File: src/rtl/text_overlay.sv
// text_overlay: multi-line 8x8 ASCII text overlay for the DVI pixel path.
// Character buffer with write port and clear engine, feeding a 2-stage glyph render pipeline.
`ifndef log2NUM_COLS
`define log2NUM_COLS 11
`endif
`ifndef log2NUM_ROWS
`define log2NUM_ROWS 10
`endif

// Character generator ROM: 64 glyph slots of 8 rows, row 0 at the top, MSB leftmost.
module tcgrom (
    input  logic [8:0] addr,
    output logic [7:0] data
);
    logic [63:0] glyph;

    always_comb begin
        glyph = 64'h0;
        case (addr[8:3])
            6'd1:  glyph = 64'h183C66667E666600; // A
            6'd2:  glyph = 64'h7C66667C66667C00;
            6'd3:  glyph = 64'h3C66606060663C00;
            6'd4:  glyph = 64'h786C6666666C7800;
            6'd5:  glyph = 64'h7E60607860607E00;
            6'd6:  glyph = 64'h7E60607860606000;
            6'd7:  glyph = 64'h3C66606E66663C00;
            6'd8:  glyph = 64'h6666667E66666600;
            6'd9:  glyph = 64'h3C18181818183C00;
            6'd10: glyph = 64'h1E0C0C0C0C6C3800;
            6'd11: glyph = 64'h666C7870786C6600;
            6'd12: glyph = 64'h6060606060607E00;
            6'd13: glyph = 64'h63777F6B63636300;
            6'd14: glyph = 64'h66767E7E6E666600;
            6'd15: glyph = 64'h3C66666666663C00;
            6'd16: glyph = 64'h7C66667C60606000;
            6'd17: glyph = 64'h3C666666663C0E00;
            6'd18: glyph = 64'h7C66667C786C6600;
            6'd19: glyph = 64'h3C66603C06663C00;
            6'd20: glyph = 64'h7E18181818181800;
            6'd21: glyph = 64'h6666666666663C00;
            6'd22: glyph = 64'h66666666663C1800;
            6'd23: glyph = 64'h6363636B7F776300;
            6'd24: glyph = 64'h66663C183C666600;
            6'd25: glyph = 64'h6666663C18181800;
            6'd26: glyph = 64'h7E060C1830607E00; // Z
            6'd48: glyph = 64'h3C666E7666663C00; // 0
            6'd49: glyph = 64'h1818381818187E00;
            6'd50: glyph = 64'h3C66060C30607E00;
            6'd51: glyph = 64'h3C66061C06663C00;
            6'd52: glyph = 64'h060E1E667F060600;
            6'd53: glyph = 64'h7E607C0606663C00;
            6'd54: glyph = 64'h3C66607C66663C00;
            6'd55: glyph = 64'h7E660C1818181800;
            6'd56: glyph = 64'h3C66663C66663C00;
            6'd57: glyph = 64'h3C66663E06663C00; // 9
            default: glyph = 64'h0;
        endcase
    end

    assign data = glyph[{~addr[2:0], 3'b000} +: 8];
endmodule

module text_overlay #(
    parameter  int NUM_CHARS = 16,
    parameter  int NUM_LINES = 4,
    parameter  int X_ORIGIN  = 0,
    parameter  int Y_ORIGIN  = 0,
    localparam int COL_W     = $clog2(NUM_CHARS),
    localparam int LINE_W    = $clog2(NUM_LINES)
) (
    input  logic                     clk,
    input  logic                     rst_n,
    input  logic                     wr_valid,
    output logic                     wr_ready,
    input  logic [LINE_W-1:0]        wr_line,
    input  logic [COL_W-1:0]         wr_col,
    input  logic [7:0]               wr_char,
    input  logic                     wr_inv,
    input  logic                     clr_start,
    output logic                     clr_busy,
    input  logic                     pix_valid,
    input  logic [`log2NUM_COLS-1:0] x,
    input  logic [`log2NUM_ROWS-1:0] y,
    output logic                     px_valid,
    output logic                     px_in_win,
    output logic                     px_out
);
    localparam int DEPTH  = NUM_LINES * NUM_CHARS;
    localparam int ADDR_W = LINE_W + COL_W;
    localparam int X_W    = `log2NUM_COLS;
    localparam int Y_W    = `log2NUM_ROWS;

    typedef enum logic {IDLE, CLEAR} state_t;

    state_t              state_reg;
    logic [ADDR_W-1:0]   clr_cnt_reg;

    logic [8:0]          char_mem [DEPTH];
    logic                mem_we;
    logic [ADDR_W-1:0]   mem_waddr;
    logic [8:0]          mem_wdata;

    logic [X_W:0]        dx;
    logic [Y_W:0]        dy;
    logic                in_win;
    logic [ADDR_W-1:0]   rd_addr;

    logic [8:0]          cell_s1_reg;
    logic                in_win_s1_reg;
    logic [2:0]          bit_s1_reg;
    logic [2:0]          row_s1_reg;
    logic                pv_s1_reg;

    logic [7:0]          ch_fold;
    logic [8:0]          glyph_base;
    logic [8:0]          rom_addr;
    logic [7:0]          rom_data;
    logic                glyph_bit;

    // Clear engine and write handshake; wr_ready is high exactly in IDLE.
    always_ff @(posedge clk or negedge rst_n) begin
        if (!rst_n) begin
            state_reg   <= CLEAR;
            clr_cnt_reg <= '0;
            wr_ready    <= 1'b0;
            clr_busy    <= 1'b1;
        end else begin
            case (state_reg)
                IDLE: begin
                    if (clr_start) begin
                        state_reg   <= CLEAR;
                        clr_cnt_reg <= '0;
                        wr_ready    <= 1'b0;
                        clr_busy    <= 1'b1;
                    end
                end
                CLEAR: begin
                    if (clr_cnt_reg == ADDR_W'(DEPTH - 1)) begin
                        state_reg <= IDLE;
                        wr_ready  <= 1'b1;
                        clr_busy  <= 1'b0;
                    end else begin
                        clr_cnt_reg <= clr_cnt_reg + ADDR_W'(1);
                    end
                end
                default: state_reg <= CLEAR;
            endcase
        end
    end

    always_comb begin
        mem_we    = 1'b0;
        mem_waddr = {wr_line, wr_col};
        mem_wdata = {wr_inv, wr_char};
        if (state_reg == CLEAR) begin
            mem_we    = 1'b1;
            mem_waddr = clr_cnt_reg;
            mem_wdata = 9'h020;
        end else if (wr_valid && wr_ready) begin
            mem_we = 1'b1;
        end
    end

    // Offsets wrap to large values left of / above the origin, so one compare per axis suffices.
    assign dx      = {1'b0, x} - (X_W + 1)'(X_ORIGIN);
    assign dy      = {1'b0, y} - (Y_W + 1)'(Y_ORIGIN);
    assign in_win  = (dx < (X_W + 1)'(8 * NUM_CHARS)) && (dy < (Y_W + 1)'(8 * NUM_LINES));
    assign rd_addr = {dy[LINE_W+2:3], dx[COL_W+2:3]};

    // Buffer is not reset; the read register returns pre-write data on an address collision.
    always_ff @(posedge clk) begin
        if (mem_we) begin
            char_mem[mem_waddr] <= mem_wdata;
        end
        cell_s1_reg <= char_mem[rd_addr];
    end

    always_ff @(posedge clk or negedge rst_n) begin
        if (!rst_n) begin
            in_win_s1_reg <= 1'b0;
            bit_s1_reg    <= 3'd0;
            row_s1_reg    <= 3'd0;
            pv_s1_reg     <= 1'b0;
        end else begin
            in_win_s1_reg <= in_win;
            bit_s1_reg    <= dx[2:0];
            row_s1_reg    <= dy[2:0];
            pv_s1_reg     <= pix_valid;
        end
    end

    // Letters and digits both index the ROM by the low 6 code bits once lowercase is folded.
    always_comb begin
        ch_fold = cell_s1_reg[7:0];
        if (ch_fold >= 8'd97 && ch_fold <= 8'd122) begin
            ch_fold = ch_fold - 8'd32;
        end
        glyph_base = 9'h100;
        if ((ch_fold >= 8'd65 && ch_fold <= 8'd90) || (ch_fold >= 8'd48 && ch_fold <= 8'd57)) begin
            glyph_base = {ch_fold[5:0], 3'b000};
        end
        rom_addr = glyph_base | {6'b0, row_s1_reg};
    end

    tcgrom u_tcgrom (
        .addr (rom_addr),
        .data (rom_data)
    );

    assign glyph_bit = rom_data[~bit_s1_reg];

    always_ff @(posedge clk or negedge rst_n) begin
        if (!rst_n) begin
            px_valid  <= 1'b0;
            px_in_win <= 1'b0;
            px_out    <= 1'b0;
        end else begin
            px_valid  <= pv_s1_reg;
            px_in_win <= in_win_s1_reg;
            px_out    <= in_win_s1_reg & (glyph_bit ^ cell_s1_reg[8]);
        end
    end
endmodule
File: config.mk
export PLATFORM = sky130hd
export DESIGN_NAME = text_overlay
export DESIGN_NICKNAME = d
export VERILOG_FILES = /design/src/rtl/text_overlay.sv
export SDC_FILE = /design/constraint.sdc
export NUM_CORES = 1
export LEC_CHECK = 0
export BUFFER_PORTS_ARGS = -buffer_cell sky130_fd_sc_hd__buf_2
export CAP_MARGIN = 15
export CORE_ASPECT_RATIO = 0.7
export CORE_MARGIN = 2
export CORE_UTILIZATION = 60
export CTS_BUF_LIST = sky130_fd_sc_hd__clkbuf_4 sky130_fd_sc_hd__clkbuf_8 sky130_fd_sc_hd__clkbuf_16
export CTS_CLUSTER_DIAMETER = 30
export CTS_CLUSTER_SIZE = 14
export DETAILED_ROUTE_END_ITERATION = 6
export GPL_TIMING_DRIVEN = 0
export PLACE_DENSITY_LB_ADDON = 0.08
export SYNTH_ARGS = -nofsm -noshare
export SYNTH_HDL_FRONTEND = slang
export SYNTH_HIERARCHICAL = 1
export SYNTH_MEMORY_MAX_BITS = 65536
export SYNTH_SLANG_ARGS = --single-unit
export TNS_END_PERCENT = 1
File: constraint.sdc
create_clock -name clk -period 5.9 [get_ports clk]
set_input_delay 0.295 -clock clk [delete_from_list [all_inputs] [get_ports clk]]
set_output_delay 0.295 -clock clk [all_outputs]
set_load 0.01 [all_outputs]
==> impl_metrics.toml, run 1 <==
[global_route]
grt.total_usage_pct = 37.6
grt_max_degree = 65
grt.overflow.total = 0
grt_pass1_vias = 16900
antenna_found_initial = 3
grt_first_pass_wirelength_um = 122000

[finish]
multi_input_area_um2 = 7870
nFillCells = 2669
drive_gt1_share_pct = 24.5
regArea_um2 = 18000
syn_to_final_growth_pct = 16.3
fin_util_pct = 70.9
layout.nets = 1822
largest_reg_flops = 576

[route]
dr_total_vias = 17500
ant_nets = 0
wire_per_inst_um = 35.5
vias_per_cell = 7.19
dr.pass1.iters = 7
drtIter0Drc = 2903
routed_wl_um = 86400
drc = 4

[placement]
place_hpwl_um = 56900
numPortBuffers = 42
routabilityCongestion = 1.06

[critical_path]
cp.arrival_ps = 6360
required_ps = 6400
r2r_cells = 18
critPathLaunch = "cell_s1_reg[2]"
end_kind = "flop"
r2r-end = "px_out"
r2r-start = "cell_s1_reg[2]"
endpoint = "px_out"
worstSetupPathType = "reg2reg"
critical_path.max_fanout = 12
startpoint_type = "flop"
crit_chain = "or4_1 -> o221ai_2 -> o2bb2ai_1 -> a221oi_2 -> and2_4 -> buf_2 -> inv_1 -> ha_4 -> buf_2 -> nor2_2 -> a211oi_1 -> o32ai_1 -> o31ai_1 -> a221oi_2 -> mux4_2 -> mux2i_1 -> xnor2_1 -> and2_1"
rrSetupSlack_ps = 40
crit_slowest_cell = "o32ai_1"
cp_slowest_stage_delay_ps = 870

[logic_synthesis]
ys_top_cells_by_count = "576 x edfxtp_1, 112 x mux4_2, 103 x nor2_1"
ys_seq_area_share_pct = 67.3
synth_top_area_share_pct = 64.8
synth_top_area_cell = "edfxtp_1"
yosys-top-cells-area = "edfxtp_1 65%, mux4_2 9.4%, mux2i_1 2.1%, dfrtp_1 1.7%, mux4_1 1.5%"
synthCells = 1614
synth_ff_type = "edfxtp_1"
avgSynthCellArea_um2 = 16.5
yosysWarnings = 6
synth-edff-count = 576
synth_most_common_cell = "edfxtp_1"
synth_nets = 1669
syn_area_um2 = 26700
synth_cell_type_count = 97
ys_async_sr_fraction_pct = 3.31
ys_ff_latch = 605

[timing]
clock.fmax_ghz = 0.171
worst_pin_slew_ps = 1210
clock_skew_ps = 49.9
setup_viol = 0
rsz0062_at_grt = "false"
slew_violations = 0
period_needed_ps = 5860
period_share_pct = 99.3
hold_viol = 0
fin_setup_tns_ps = 0
slew_headroom_pct = 19.0

[clock_network]
tritoncts = "done"
cts_root_buffer = "clkbuf_16"
clkLatencyLatePin_ps = 640
postCtsSetupRepairBufs = 0
clkTransAtPathRegs_ps = 60
cts_max_level = 3
ctsLongestPathBuffers = 3
numClockSinks = 605
cts_made_buffers = 86

[die]
die_height_um = 180
die_x_um = 256
pin_count = 46
core_um2 = 43800
rows = 64
dieArea_um2 = 46200
start_util_pct = 61.0

[power]
swShare_pct = 28.7
power.total_mw = 12.2
power_density_nw_per_um2 = 393
power_switching_mw = 3.50
max-vdd-ir-drop_v = 0.000391
power_frac_comb_pct = 14.8
clkPwrFrac_pct = 42.9
intPower_mw = 8.69
seq_power_share_pct = 42.3
p_leak_nw = 10.5

[hold_path]
hp-class = "in2async"

[outcome]
outcome = "finished with violations"
violations = "DRC"

[flow_run]
cap_violations = 0
[power groups by stage]
stage                     Sequential [mW]  Clock [mW]  Combinational (mW)
after floorplan                      5.19           0                1.01
after global placement               5.22           0                1.65
after detailed placement             5.23           0                1.69
after CTS                            5.16        5.23                1.71
after global routing                 5.17        5.40                1.86
final                                5.16        5.22                1.81
[worst min-delay path by stage]
stage / start / end / slack, ps / cells after the start
CTS: rst_n / clr_cnt_reg[0] / 170 / 2
detailed placement: rst_n / px_valid / 280 / 1
floorplan: rst_n / bit_s1_reg[0] / -0.6 / 0
finish: rst_n / clr_cnt_reg[0] / 180 / 2
global placement: rst_n / row_s1_reg[2] / 270 / 1
global route: wr_char[4] / char_mem[20][4] / 190 / 2
[what timing repair did]
action | in CTS | in global routing
resized for setup | 6 | 3
hold buffers | 11 | 0
setup endpoints to repair | 1 | 1
endpoints found under the hold margin | 30 | 0
[metrics by stage]
| stage | setup WS, ps | std cells | instance area [µm²] | hold slack [ps] |
|---|---|---|---|---|
| 6_report | 42.3 | 2432 | 31100 | 179 |
| 4_1_cts | 128 | 2427 | 31000 | 168 |
| 2_1_floorplan | 1170 | 1614 | 26700 | -0.591 |
| 3_5_place_dp | -468 | 2258 | 27900 | 283 |
| 3_3_place_gp | -613 | 2250 | 27700 | 275 |
| 5_1_grt | 7.86 | 2432 | 31100 | 186 |
[routing by layer]
layer	track usage, %	routed length (µm)
met1	56.6	33600
met2	51.0	36200
met3	15.0	14100
met4	10.4	2480
met5	0	20
[layout by cell type (no fill, tap or decap), types with 8 or more instances in the layout]
cell type and count:
o21ai_0 62, buf_4 21, a221oi_1 10, mux4_2 112
a31oi_1 10, a211oi_1 19, clkinv_2 13, clkbuf_16 87
clkbuf_1 27, o211ai_1 11, buf_12 11, mux2i_1 57
dfrtp_1 18, inv_6 11, nor3_1 13, nand3_1 23
dfxtp_1 9, nor2b_1 26, a2111oi_0 8, and2_1 9
nand2_1 86, a21oi_1 53, buf_6 22, mux2_2 12
a21o_1 9, dlygate4sd3_1 11, o221ai_1 9, nand2b_1 34
nor2b_4 8, buf_2 66, a22oi_1 18, o22ai_1 15
ha_1 13, nor2_1 103, edfxtp_1 576, mux4_1 15
nand4_1 8, inv_1 15, clkinv_4 10, a311oi_1 9
[area by class of cell]
type                            instances  share of cell area (%)
Antenna cell                            1                 0.00806
Clock inverter                         64                    2.42
Inverter                               19                   0.230
Multi-Input combinational cell        878                    25.3
Sequential cell                       605                    57.9
Tap cell                              594                    2.39
Timing Repair Buffer                   65                    1.76
Buffer                                112                    2.79
Clock buffer                           94                    7.18
[cell families after synthesis]
family,share of synthesized area (%)
AND/OR/NAND/NOR,6.36
AO/OA/AOI/OAI,8.49
XOR/XNOR,0.0656
buffers and inverters,3.51
adder cells (fa/ha/maj),0.656
multiplexers,13.6
other,0.0140
flip-flops,67.3
[worst max-delay path, delay by kind of cell (launching register included)]
kind,cells,cell delay [ps]
AO/OA/AOI/OAI,7,2200
flip-flops,1,340
AND/OR/NAND/NOR,4,1620
buffers and inverters,3,820
adder cells (fa/ha/maj),1,250
multiplexers,2,360
XOR/XNOR,1,140
Power figures use the tool's default switching activity.
==> run 2: changes to the inputs <==
==> constraint.sdc (replaced) <==
create_clock -name clk -period 6.75 [get_ports clk]
set_input_delay 0.3375 -clock clk [delete_from_list [all_inputs] [get_ports clk]]
set_output_delay 0.3375 -clock clk [all_outputs]
set_load 0.05 [all_outputs]
==> impl_metrics.toml, run 2 (same netlist as run 1, synthesis figures left out) <==
[timing]
setup_viol = 0
slew_headroom_pct = 18.5
period_needed_ps = 6550
clock_skew_ps = 47.1
rsz0062_at_grt = "false"
worst_pin_slew_ps = 1220
slew_violations = 0
fin_setup_tns_ps = 0
hold_viol = 0
period_share_pct = 97.0
clock.fmax_ghz = 0.153

[critical_path]
end_kind = "flop"
cp_slowest_stage_delay_ps = 650
crit_slowest_cell = "clkbuf_1"
r2r-start = "cell_s1_reg[2]"
crit_chain = "or4_1 -> o221ai_2 -> o2bb2ai_1 -> a221oi_2 -> and2_1 -> clkbuf_1 -> inv_1 -> ha_1 -> ha_1 -> or3_1 -> a21o_1 -> a21oi_1 -> o31ai_1 -> a221o_1 -> mux4_2 -> mux2i_1 -> xnor2_1 -> and2_1"
r2r_cells = 18
cp.arrival_ps = 7050
required_ps = 7250
rrSetupSlack_ps = 200
worstSetupPathType = "reg2reg"
startpoint_type = "flop"
r2r-end = "px_out"
critical_path.max_fanout = 11

[global_route]
grt.total_usage_pct = 37.6
grt_max_degree = 65
grt_pass1_vias = 16900
grt.overflow.total = 0
grt_first_pass_wirelength_um = 122000
antenna_found_initial = 3

[power]
power_switching_mw = 3.07
intPower_mw = 7.59
swShare_pct = 28.8
max-vdd-ir-drop_v = 0.000344
power.total_mw = 10.7
seq_power_share_pct = 42.3
power_density_nw_per_um2 = 344
p_leak_nw = 10.5
power_frac_comb_pct = 14.9
clkPwrFrac_pct = 42.8

[die]
die_height_um = 180
rows = 64
pin_count = 46
start_util_pct = 61.0
die_x_um = 256
dieArea_um2 = 46200
core_um2 = 43800

[outcome]
outcome = "completed"

[route]
wire_per_inst_um = 35.5
drc = 0
dr_total_vias = 17400
dr.pass1.iters = 6
vias_per_cell = 7.14
routed_wl_um = 86300
drtIter0Drc = 2789
ant_nets = 0

[finish]
layout.nets = 1822
nFillCells = 2670
syn_to_final_growth_pct = 16.2
largest_reg_flops = 576
layout_commonest_cell = "edfxtp_1"
drive_gt1_share_pct = 24.2
multi_input_area_um2 = 7840
mostFrequentLayoutCells = "576 x edfxtp_1, 112 x mux4_2, 103 x nor2_1"
stdcell_count = 2432
regArea_um2 = 18000

[clock_network]
cts_max_level = 3
tritoncts = "done"
cts_root_buffer = "clkbuf_16"
cts_made_buffers = 86
ctsLongestPathBuffers = 3
clkLatencyLatePin_ps = 640
clkTransAtPathRegs_ps = 60
numClockSinks = 605

[flow_run]
cap_violations = 0

[placement]
place_inst = 2258
place_hpwl_um = 56900
numPortBuffers = 42
routabilityCongestion = 1.06

[hold_path]
hp-class = "in2async"
run 2: layer usage:
metal  track usage, %  wire length, µm  up-vias
li1                 -                -     6872
met1             56.5            33900     8839
met2             51.0            36200     1445
met3             15.1            13600      197
met4             10.4             2550        4
met5                0               23        -
run 2: power groups by stage:
stage                     combinational, mW  sequential (mW)  clock [mW]
final                                  1.59             4.51        4.57
after global routing                   1.63             4.52        4.72
after CTS                              1.51             4.51        4.57
after detailed placement               1.49             4.57           0
after global placement                 1.45             4.56           0
after floorplan                       0.884             4.55           0
run 2: worst max-delay path: cells and delay by family (launching register included):
kind	cells	cell delay [ps]
AO/OA/AOI/OAI	7	1860
XOR/XNOR	1	90
adder cells (fa/ha/maj)	2	990
buffers and inverters	2	920
flip-flops	1	340
multiplexers	2	650
AND/OR/NAND/NOR	4	1590
run 2: area by class of cell:
class	instances	share of cell area [%]
Sequential cell	605	57.9
Buffer	112	2.79
Antenna cell	1	0.00806
Clock inverter	64	2.42
Timing Repair Buffer	65	1.76
Clock buffer	94	7.19
Tap cell	594	2.40
Inverter	19	0.230
Multi-Input combinational cell	878	25.3
run 2: timing repair:
item	4_1_cts	5_1_grt
buffers inserted	0	0
endpoints found under the setup margin	0	1
endpoints found under the hold margin	28	0
hold buffers	11	0
gates resized for setup	0	1
run 2: stage by stage:
stage | instance area (µm²) | hold WS, ps | utilization, % | setup slack [ps]
5_1_grt | 31000 | 229 | 70.8 | 133
4_1_cts | 31000 | 211 | 70.7 | 354
3_3_place_gp | 27700 | 317 | 63.1 | 237
6_report | 31000 | 216 | 70.8 | 200
2_1_floorplan | 26700 | 41.9 | - | 2020
3_5_place_dp | 27900 | 326 | 63.7 | 382
run 2: how the worst max path moves through the flow:
stage	slack, ps	startpoint	endpoint	depth (start not counted)
after floorplan	2020	cell_s1_reg[2]	px_out	19
after global placement	240	cell_s1_reg[2]	px_out	19
after detailed placement	380	cell_s1_reg[2]	px_out	19
after CTS	350	cell_s1_reg[2]	px_out	19
after global routing	130	cell_s1_reg[2]	px_out	19
final	200	cell_s1_reg[2]	px_out	18
==> run 3: changes to the inputs <==
- BUFFER_PORTS_ARGS: -buffer_cell sky130_fd_sc_hd__buf_2 -> not set
- DONT_BUFFER_PORTS: not set -> 1
- SLEW_MARGIN: not set -> 25
- clock period: 6.75 -> 7.9 ns (I/O delays scaled with it)
==> impl_metrics.toml, run 3 (same netlist as run 1, synthesis figures left out) <==
[finish]
fin_util_pct = 70.6
stdcell_area_um2 = 30900
nFillCells = 2652
largest_reg_flops = 576
drive_gt1_share_pct = 23.2
antenna_cells = 0
mostFrequentLayoutCells = "576 x edfxtp_1, 112 x mux4_2, 91 x nor2_1"
layout.nets = 1782
regArea_um2 = 18000
multi_input_area_um2 = 7880
layout_commonest_cell = "edfxtp_1"
syn_to_final_growth_pct = 15.8
stdcell_count = 2394

[placement]
place_hpwl_um = 56600
dp_slack_ps = 1690
place_inst = 2221
placed_area_um2 = 27800
routabilityCongestion = 1.06
numPortBuffers = 0

[critical_path]
crit_slowest_cell = "ha_1"
end_kind = "flop"
r2r-start = "cell_s1_reg[2]"
cp_slowest_stage_delay_ps = 700
required_ps = 8420
path_buf_inv = 2
worstSetupPathType = "reg2reg"
startpoint_type = "flop"
critPathLaunch = "cell_s1_reg[2]"
cp.arrival_ps = 7050
crit_chain = "or4_1 -> o221ai_2 -> o2bb2ai_1 -> a221oi_2 -> and2_1 -> buf_2 -> inv_1 -> ha_1 -> ha_1 -> a211oi_1 -> o21a_1 -> a311oi_1 -> a21boi_1 -> o31ai_1 -> a221o_1 -> mux4_2 -> mux2i_1 -> xnor2_1 -> and2_1"
critPathTopFamily = "compound AO/OA/AOI/OAI gates"
critical_path.max_fanout = 12

[outcome]
violations = "DRC"
outcome = "finished with violations"

[global_route]
grt_pass1_vias = 16900
antenna_found_initial = 3
grt.overflow.total = 0
grt_first_pass_wirelength_um = 123000
grt.total_usage_pct = 37.8
grt_max_degree = 65

[route]
ant_nets = 0
vias_per_cell = 7.24
drc = 20
dr_total_vias = 17300
wire_per_inst_um = 36.1
dr.pass1.iters = 7
drtIter0Drc = 3075
routed_wl_um = 86500

[die]
die_x_um = 256
start_util_pct = 61.0
rows = 64
core_um2 = 43800
pin_count = 46
dieArea_um2 = 46200
die_height_um = 180

[clock_network]
cts_root_buffer = "clkbuf_16"
postCtsSetupRepairBufs = 0
ctsLongestPathBuffers = 3
clkTransAtPathRegs_ps = 60
cts_made_buffers = 86
cts_max_level = 3
cts_hold_buffers = 11
clkLatencyLatePin_ps = 650
numClockSinks = 605
tritoncts = "done"
cts_resized = 0

[timing]
fin_setup_tns_ps = 0
setup_viol = 0
slew_violations = 0
final.setup.worst_slack_ps = 1370
slew_headroom_pct = 25.4
worst_pin_slew_ps = 1110
clock_skew_ps = 25.6
period_share_pct = 82.7
rsz0062_at_grt = "false"
period_needed_ps = 6530
clock.fmax_ghz = 0.153
hold_viol = 0

[flow_run]
cap_violations = 0

[power]
power_density_nw_per_um2 = 294
p_leak_nw = 10.3
max-vdd-ir-drop_v = 0.000289

[hold_path]
hold_path_startpoint = "clr_start"
hp-class = "in2reg"
==> run 3: changes by cell type in the layout (fill, tap and decap cells not counted), moves of 3 or more <==
cell,change
buf_2,-41
nor2_1,-12
nor2_2,+12
buf_16,+6
inv_6,+6
clkinv_2,-4
buf_12,-3
clkinv_16,-3
==> run 3: final cells by class <==
cell class	count	share of cell area (%)
Inverter	19	0.231
Buffer	112	2.80
Sequential cell	605	58.1
Multi-Input combinational cell	878	25.5
Clock buffer	91	7.08
Timing Repair Buffer	25	1.39
Tap cell	594	2.40
Clock inverter	70	2.49
==> run 3: stage by stage <==
step	total power [mW]	hold slack, ps
after floorplan	4.64	99.4
after global placement	5.12	99.9
after detailed placement	5.16	100
after CTS	9.03	18.5
after global routing	9.29	67.7
final	9.11	41.6
==> run 3: final timing paths <==
path / endpoint / slack, ps / cells past startpoint
min in group asynchronous: wr_ready / 300 / 2
max in group asynchronous: clr_busy / 7230 / 2
worst max-delay path: px_out / 1370 / 19
worst min-delay path: wr_ready / 40 / 3
worst max register to register: px_out / 1370 / 19
worst min register to register: px_valid / 340 / 0
==> run 3: routing by layer <==
layer	global-route usage (%)	wire length [µm]	vias to the layer above
met2	52.9	36900	1547
li1	-	-	6800
met4	10.3	2470	4
met1	55.4	33400	8766
met5	0	34	-
met3	15.3	13700	217
==> run 3: worst min-delay path, cell delays in order <==
cell and delay [ps]:
inv_1 80, a21oi_1 80, nor2_1 80
==> run 3: power by group <==
part / total, mW / internal, mW / leakage [nW] / switching, mW
Clock: 3.90 / 2.32 / 1.43 / 1.58
Sequential: 3.87 / 3.77 / 5.60 / 0.100
Combinational: 1.35 / 0.386 / 3.31 / 0.960
Total: 9.11 / 6.47 / 10.3 / 2.64
